$ cat config.mk
export PLATFORM = sky130hd
export DESIGN_NAME = freq_readout
export DESIGN_NICKNAME = d
export VERILOG_FILES = /design/src/rtl/freq_readout.sv
export SDC_FILE = /design/constraint.sdc
export NUM_CORES = 1
export LEC_CHECK = 0
export ABC_AREA = 0
export CAP_MARGIN = 0
export CELL_PAD_IN_SITES_DETAIL_PLACEMENT = 0
export CELL_PAD_IN_SITES_GLOBAL_PLACEMENT = 1
export CORE_UTILIZATION = 39
export CTS_BUF_LIST = sky130_fd_sc_hd__clkbuf_16
export CTS_CLUSTER_DIAMETER = 50
export DETAILED_ROUTE_END_ITERATION = 6
export PLACE_DENSITY = 0.75
export SLEW_MARGIN = 30
export SYNTH_ARGS = -nofsm -noshare
export SYNTH_HDL_FRONTEND = slang
export SYNTH_SLANG_ARGS = --single-unit
$ cat constraint.sdc
create_clock -name clk_i -period 2.4 [get_ports clk_i]
set_input_delay 0.72 -clock clk_i [delete_from_list [all_inputs] [get_ports clk_i]]
set_output_delay 0.72 -clock clk_i [all_outputs]
set_load 0.02 [all_outputs]
$ cat src/rtl/freq_readout.sv
`default_nettype none
// +----------------------------------------------------------------------------+
// | Module   : freq_readout                                                    |
// | Purpose  : Turns successive snapshots of a free-running cycle counter into |
// |            a per-interval delta (freq_count) and transmits each delta as   |
// |            a LENGTH-bit MSB-first serial frame. A one-deep pending buffer  |
// |            absorbs a delta that arrives while a frame is still shifting;   |
// |            overwriting an untransmitted delta sets a sticky overrun flag.  |
// | Ports    : clk_i            - single clock, all state on posedge           |
// |            reset_i          - synchronous, active-high                     |
// |            sample_strobe_i  - one-cycle pulse, cycle_count_i is fresh      |
// |            cycle_count_i    - counter snapshot from upstream               |
// |            ser_hold_i       - pause the serial shifter, hold current bit   |
// |            freq_count_o     - last computed delta                          |
// |            freq_valid_o     - one-cycle pulse, freq_count_o just updated   |
// |            ser_data_o       - frame bit (0 when no frame)                  |
// |            ser_frame_o      - high while a frame bit is presented          |
// |            overrun_o        - sticky, pending delta was overwritten        |
// | Revision : 1.0 - initial release                                           |
// +----------------------------------------------------------------------------+
module freq_readout #(
  parameter int LENGTH = 20
) (
  input  logic              clk_i,
  input  logic              reset_i,
  input  logic              sample_strobe_i,
  input  logic [LENGTH-1:0] cycle_count_i,
  input  logic              ser_hold_i,
  output logic [LENGTH-1:0] freq_count_o,
  output logic              freq_valid_o,
  output logic              ser_data_o,
  output logic              ser_frame_o,
  output logic              overrun_o
);

  localparam int              CNT_W    = (LENGTH > 1) ? $clog2(LENGTH) : 1;
  localparam logic [CNT_W-1:0] LAST_BIT = CNT_W'(LENGTH - 1);
  localparam logic [CNT_W-1:0] CNT_ONE  = CNT_W'(1);

  typedef enum logic [1:0] {
    EMPTY = 2'd0,  // no previous sample yet
    ARMED = 2'd1,  // previous sample held, shifter idle
    SHIFT = 2'd2   // frame in progress
  } state_e;

  state_e            state_q,  state_d;
  logic [LENGTH-1:0] prev_q,   prev_d;
  logic [LENGTH-1:0] freq_q,   freq_d;
  logic [LENGTH-1:0] pend_q,   pend_d;
  logic              pend_v_q, pend_v_d;
  logic [LENGTH-1:0] shreg_q,  shreg_d;
  logic [CNT_W-1:0]  cnt_q,    cnt_d;
  logic              valid_q,  valid_d;
  logic              data_q,   data_d;
  logic              frame_q,  frame_d;
  logic              ovr_q,    ovr_d;

  logic [LENGTH-1:0] delta;
  logic              load_en;
  logic [LENGTH-1:0] load_val;

  // Modular subtraction gives the correct interval across counter wrap.
  assign delta = cycle_count_i - prev_q;

  always_comb begin
    state_d  = state_q;
    prev_d   = prev_q;
    freq_d   = freq_q;
    pend_d   = pend_q;
    pend_v_d = pend_v_q;
    shreg_d  = shreg_q;
    cnt_d    = cnt_q;
    valid_d  = 1'b0;
    data_d   = data_q;
    frame_d  = frame_q;
    ovr_d    = ovr_q;
    load_en  = 1'b0;
    load_val = pend_q;

    // Any strobe after the first sample publishes a new delta.
    if (state_q != EMPTY && sample_strobe_i) begin
      prev_d  = cycle_count_i;
      freq_d  = delta;
      valid_d = 1'b1;
    end

    case (state_q)
      EMPTY: begin
        if (sample_strobe_i) begin
          prev_d  = cycle_count_i;
          state_d = ARMED;
        end
      end

      ARMED: begin
        if (pend_v_q) begin
          // Buffered delta goes out first; a simultaneous strobe refills
          // the buffer rather than counting as an overrun.
          load_en  = 1'b1;
          load_val = pend_q;
          if (sample_strobe_i) begin
            pend_d = delta;
          end else begin
            pend_v_d = 1'b0;
          end
        end else if (sample_strobe_i) begin
          load_en  = 1'b1;
          load_val = delta;
        end
      end

      SHIFT: begin
        if (sample_strobe_i) begin
          if (pend_v_q) begin
            ovr_d = 1'b1;
          end
          pend_d   = delta;
          pend_v_d = 1'b1;
        end
        if (!ser_hold_i) begin
          if (cnt_q == LAST_BIT) begin
            frame_d = 1'b0;
            data_d  = 1'b0;
            cnt_d   = '0;
            state_d = ARMED;
          end else begin
            cnt_d   = cnt_q + CNT_ONE;
            data_d  = shreg_q[LENGTH-1];
            shreg_d = shreg_q << 1;
          end
        end
      end

      default: begin
        state_d = EMPTY;
      end
    endcase

    // MSB is presented immediately; the shifter keeps the remaining bits
    // left-aligned so the next bit is always at the top.
    if (load_en) begin
      data_d  = load_val[LENGTH-1];
      shreg_d = load_val << 1;
      frame_d = 1'b1;
      cnt_d   = '0;
      state_d = SHIFT;
    end
  end

  always_ff @(posedge clk_i) begin
    if (reset_i) begin
      state_q  <= EMPTY;
      prev_q   <= '0;
      freq_q   <= '0;
      pend_q   <= '0;
      pend_v_q <= 1'b0;
      shreg_q  <= '0;
      cnt_q    <= '0;
      valid_q  <= 1'b0;
      data_q   <= 1'b0;
      frame_q  <= 1'b0;
      ovr_q    <= 1'b0;
    end else begin
      state_q  <= state_d;
      prev_q   <= prev_d;
      freq_q   <= freq_d;
      pend_q   <= pend_d;
      pend_v_q <= pend_v_d;
      shreg_q  <= shreg_d;
      cnt_q    <= cnt_d;
      valid_q  <= valid_d;
      data_q   <= data_d;
      frame_q  <= frame_d;
      ovr_q    <= ovr_d;
    end
  end

  assign freq_count_o = freq_q;
  assign freq_valid_o = valid_q;
  assign ser_data_o   = data_q;
  assign ser_frame_o  = frame_q;
  assign overrun_o    = ovr_q;

endmodule
`default_nettype wire

Word-level counts from Yosys, hierarchy flattened:

Index checks and enable logic that the tools add are counted.

* add/subtract/negate cells: 2
* equality and inequality tests: 14
* multiplexer cells: 33
* bitwise logic cells: 2
* reduce and logical (&&, ||, !) cells: 16

Operators with widths (number)
* 20-bit two-way mux: 11
* 20-bit case mux with 2 select lines: 1
* 20-bit subtractor: 1
* 1-bit two-way mux: 14
* 2-bit != test, second input constant: 7
* 3-bit != test, second input constant: 3
* 3-bit AND reduction: 3
* 2-bit two-way mux: 4
* 2-bit AND reduction: 4
* 4-bit AND reduction: 2
* 2-bit nonzero test: 4
* 2-bit case mux with 3 select lines: 1
* 5-bit by 1-bit adder with 5-bit output, second input constant: 1
* 5-bit == test, second input constant: 1
* 5-bit two-way mux: 1
* 2-bit by 1-bit == test with 1-bit output, second input constant: 1
* 2-bit == test, second input constant: 1
* 2-bit zero test: 1
* 2-bit by 1-bit != test with 1-bit output, second input constant: 1
* 1-bit NOT: 2
* 1-bit case mux with 2 select lines: 1
* 2-bit OR reduction: 1
* 1-bit logical AND: 1

* bits in registers: 91
* input port bits: 24
* logic and storage cells: 79

Longest topological paths before layout:

* word-level depth: 5
* mapped depth: 10
* gate-level depth less buffers: 10

Worst setup path before layout:

No wires, ideal clock.

* kind: input to register
* from: in cycle_count_i[0]
* to: reg shreg_q[7]
* library setup time: 95 ps
* data arrival time: 2396 ps
* required time: 2305 ps
* path slack: -91 ps
* stages: 10
* buffers on the path: 0
* cells stage by stage: inv_1 > ha_1 > fa_1 > nor2b_1 > o31a_1 > o21ai_0 > nor2b_1 > xnor2_1 > o22ai_1 > a221oi_1

* word-level cells in the longest chain between the ends: 5

Ends and longest elaborated chain
* start: declaration: RTL line 27 `input logic [LENGTH-1:0] cycle_count_i,`
* 20-bit subtractor: RTL line 63 `assign delta = cycle_count_i - prev_q;`
* 20-bit two-way mux
* 20-bit two-way mux: RTL line 96 `if (pend_v_q) begin`
* 20-bit two-way mux: RTL line 87 `case (state_q)`
* 20-bit two-way mux: RTL line 141 `if (load_en) begin`
* end signal: assignment: RTL line 169 `shreg_q <= shreg_d;`
* end: declaration: RTL line 51 `logic [LENGTH-1:0] shreg_q, shreg_d;`

No other way between the ends.
A chain may end at the register's enable or synchronous reset.

Final worst setup path:

* from: in cycle_count_i[0]
* to: reg freq_q[18] (netlist: freq_count_o[18])

* word-level cells in the longest chain between the ends: 1

Ends and longest elaborated chain
* 20-bit subtractor: RTL line 63
* end signal: assignment: RTL line 166 `freq_q <= freq_d;`
* end: declaration: RTL line 48 `logic [LENGTH-1:0] freq_q, freq_d;`

No other way between the ends.

==> impl_results.md <==
* Min setup slack post-route at -0.04364 ns
* Root buffer selected by CTS: clkbuf_16
* Vias in the first global route at 4326
* Min Hold Slack at 0.4572 ns
* Number of endpoints failing setup at the final stage at 3
* Number of synthesized flops with an enable pin at 0
* Drt drc at 0
* Synth cell types at 69
* Data arrival time of the worst path at 2.72 ns
* CP cell instances: buf_6 -> inv_4 -> ha_4 -> fa_2 -> nor2b_2 -> o31a_1 -> o21ai_2 -> nand2_2 -> a21o_4 -> mux2i_4 -> a211oi_2
* Hpwl dp at 8.965 mm
* Power density over the cells at 640.0 mW/mm2
* Maximum Capacitance Violations at 0
* Total global routing overflow at 0
* Slew HR at 0.4630
* Number of detailed-routing iterations run before antenna repair at 4
* Asr flop ratio synth at 0
* Most instantiated flip-flop cell in the synthesis netlist: dfxtp_1
* Reg clk slew, reported paths at 0.06 ns
* Layout cell share with drive strength beyond 1 at 0.2648
* Highest ir drop seen on vdd at 404.6 uV
* Layout Nets at 731
* Die span in y at 112.4 um
* Yosys warning count at 0
* WL final at 12.50 mm
* Hold/Removal Path Class: reg2reg
* Most frequent cells in the layout: dfxtp_1, buf_4, nand2_1
* Total count of hold-check failures in the final report at 0
* # diodes at 0
* Wire length on met3 at 361 um
* Slowest cell on crit path: o31a_1
* CP max stage delay at 0.32 ns
* Setup repair after global routing missed its margin: yes
* Period Utilization, post-route at 1.018
* Count of input and output buffers at 47
* Routability-driven placement congestion ratio at 0.8707
* WL per Instance at 14.98 um
* Highest clock frequency the design can meet at 409.2 MHz
* Syn nets at 609
* Reported leakage power at 2.620 nW
* Share of the synthesized area in the top cell type at 0.3836
* CTS tree: yes
* Die extent in x at 112.4 um
* Post-Syn Area per Cell at 8.421 um2
* Total negative slack at -0.07992 ns
* Final worst clock skew at 0.004937 ns
* Multi-input gate area at 0.003080 mm2
* TritonCTS buffer count at 9
* Crit path required time at 2.67 ns
* Clock latency at the later pin of the worst-skew pair at 0.35 ns
* Die area at 0.01262 mm2
* Pin count of the biggest net entering global routing at 45
* Via count at 4336
* Top post-synthesis cells by area: dfxtp_1, mux2i_1, a21oi_1, nand2_1, ha_1
* Number of nets with antenna violations after routing at 0
* H-Tree Depth at 3
* CORE AREA at 0.01166 mm2
* Deepest clock path buffer count at 2
* Boundary Pins at 48
* Met1 wire length at 5.926 mm
* Met2 routed wirelength at 5.994 mm
* Violations in the final reports: negative setup slack
* Min Clock Period, post-route at 2.444 ns
* Initial cell density of the core at 0.4073
* Critical path capture point type: flip-flop
* Summed instance area of the synthesized netlist at 0.004750 mm2
* Nature of the critical path startpoint: input pin
* Syn-to-layout area delta at 38.83%
* Flops & latches, synth at 91
* Global-route wire length before repair at 21.09 mm
* Average via count per standard cell at 5.199
* Synth area leader: dfxtp_1
* Initial antenna violation count at 0
* GR Util All Layers at 0.2130
* Filler cell count at 1068
* Register area at 0.001823 mm2
* Post-route cell area at 0.006594 mm2
* Crit-path max FO at 3
* Number of standard cells after synthesis at 564
* Top Layer Used: met4
* Transition time at the pin with the least slew margin at 0.8054 ns
* Share of the yosys chip area belonging to registers at 0.3836
* Kind of critical path: in2reg
* Final count of pins violating max slew at 0
* Total clock sinks at 91
* Number of DRC markers in iteration 0 at 169
* Number of core rows at 39
* Status: finished, violations left
* Area of placed instances at 0.005948 mm2
==> stage by stage <==
| stage | power (mW) | util | cells | setup slack (ns) |
|---|---|---|---|---|
| 4_1_cts | 4.209 | 0.5544 | 829 | 0.0003539 |
| 3_5_place_dp | 2.805 | 0.5100 | 806 | -0.7990 |
| 5_1_grt | 4.449 | 0.5654 | 834 | -0.1062 |
| 3_3_place_gp | 2.792 | 0.5100 | 806 | -0.7772 |
| 6_report | 4.220 | 0.5654 | 834 | -0.04364 |
| 2_1_floorplan | 2.350 | - | 564 | -0.009968 |
==> routing by layer <==
layer  vias to the layer above  GRT usage
met1                      2036     0.2769
met3                        15    0.03834
li1                       2228          -
met4                         0    0.07822
met5                         -          0
met2                        57     0.3540
==> area by class of cell <==
type / count / share of cell area
clock buffers: 9 / 0.03416
clock inverters: 7 / 0.006831
inverters: 25 / 0.01461
multi-input cells: 420 / 0.4672
flip-flops and latches: 91 / 0.2765
well taps: 143 / 0.02713
repair buffers: 139 / 0.1736
==> path summary, 6_finish.rpt <==
check	endpoint	cells past startpoint	start	slack [ns]
worst max register to register	freq_count_o[18]	9	flip-flop	0.09
worst max-delay path	freq_count_o[18]	11	cycle_count_i[0]	-0.04
worst min-delay path	pend_q[10]	2	pend_q[10]	0.46
worst min register to register	pend_q[10]	2	pend_q[10]	0.46
==> kinds of logic (layout without fill, tap and decap cells) <==
kind of cell               Yosys count  after routing  share of synthesized area
and+or+nand+nor                    196            196                     0.1960
AOI/OAI and AO/OA                  158            158                     0.2200
DFF                                 91             91                     0.3836
buffers and inverters               53            180                    0.05321
muxes                               28             28                    0.05901
adders and majority gates           21             21                    0.05690
xor gates and xnor gates            17             17                    0.03135
==> critical path: cells and delay by family <==
family | cells | cell delay (ns)
adder cells (fa/ha/maj) | 2 | 0.37
AND/OR/NAND/NOR | 2 | 0.20
buffers and inverters | 2 | 0.15
AO/OA/AOI/OAI | 4 | 1.06
multiplexers | 1 | 0.20
==> where the power goes <==
| group | total (mW) | internal (mW) | switching [mW] | leakage [nW] |
|---|---|---|---|---|
| sequential | 1.68 | 1.62 | 0.0644 | 0.743 |
| combinational | 1.24 | 0.617 | 0.620 | 1.74 |
| clock | 1.30 | 0.698 | 0.605 | 0.132 |
==> synthesized netlist by cell type (9+ instances only) <==
cell type / n
dfxtp_1: 91
nand2_1: 70
nor2_1: 66
a21oi_1: 54
mux2i_1: 28
o21ai_0: 26
inv_1: 24
ha_1: 20
clkbuf_1: 16
a211oi_1: 12
nand3b_1: 10
xnor2_1: 10
a21o_1: 9
==> timing repair <==
item / in CTS / in global routing
resized for setup: 54 / 41
hold buffers: 0 / 0
setup buffers: 7 / 5
pin swaps: 31 / 29
setup endpoints to repair: 41 / 28
(Power assumes the default switching activity.)
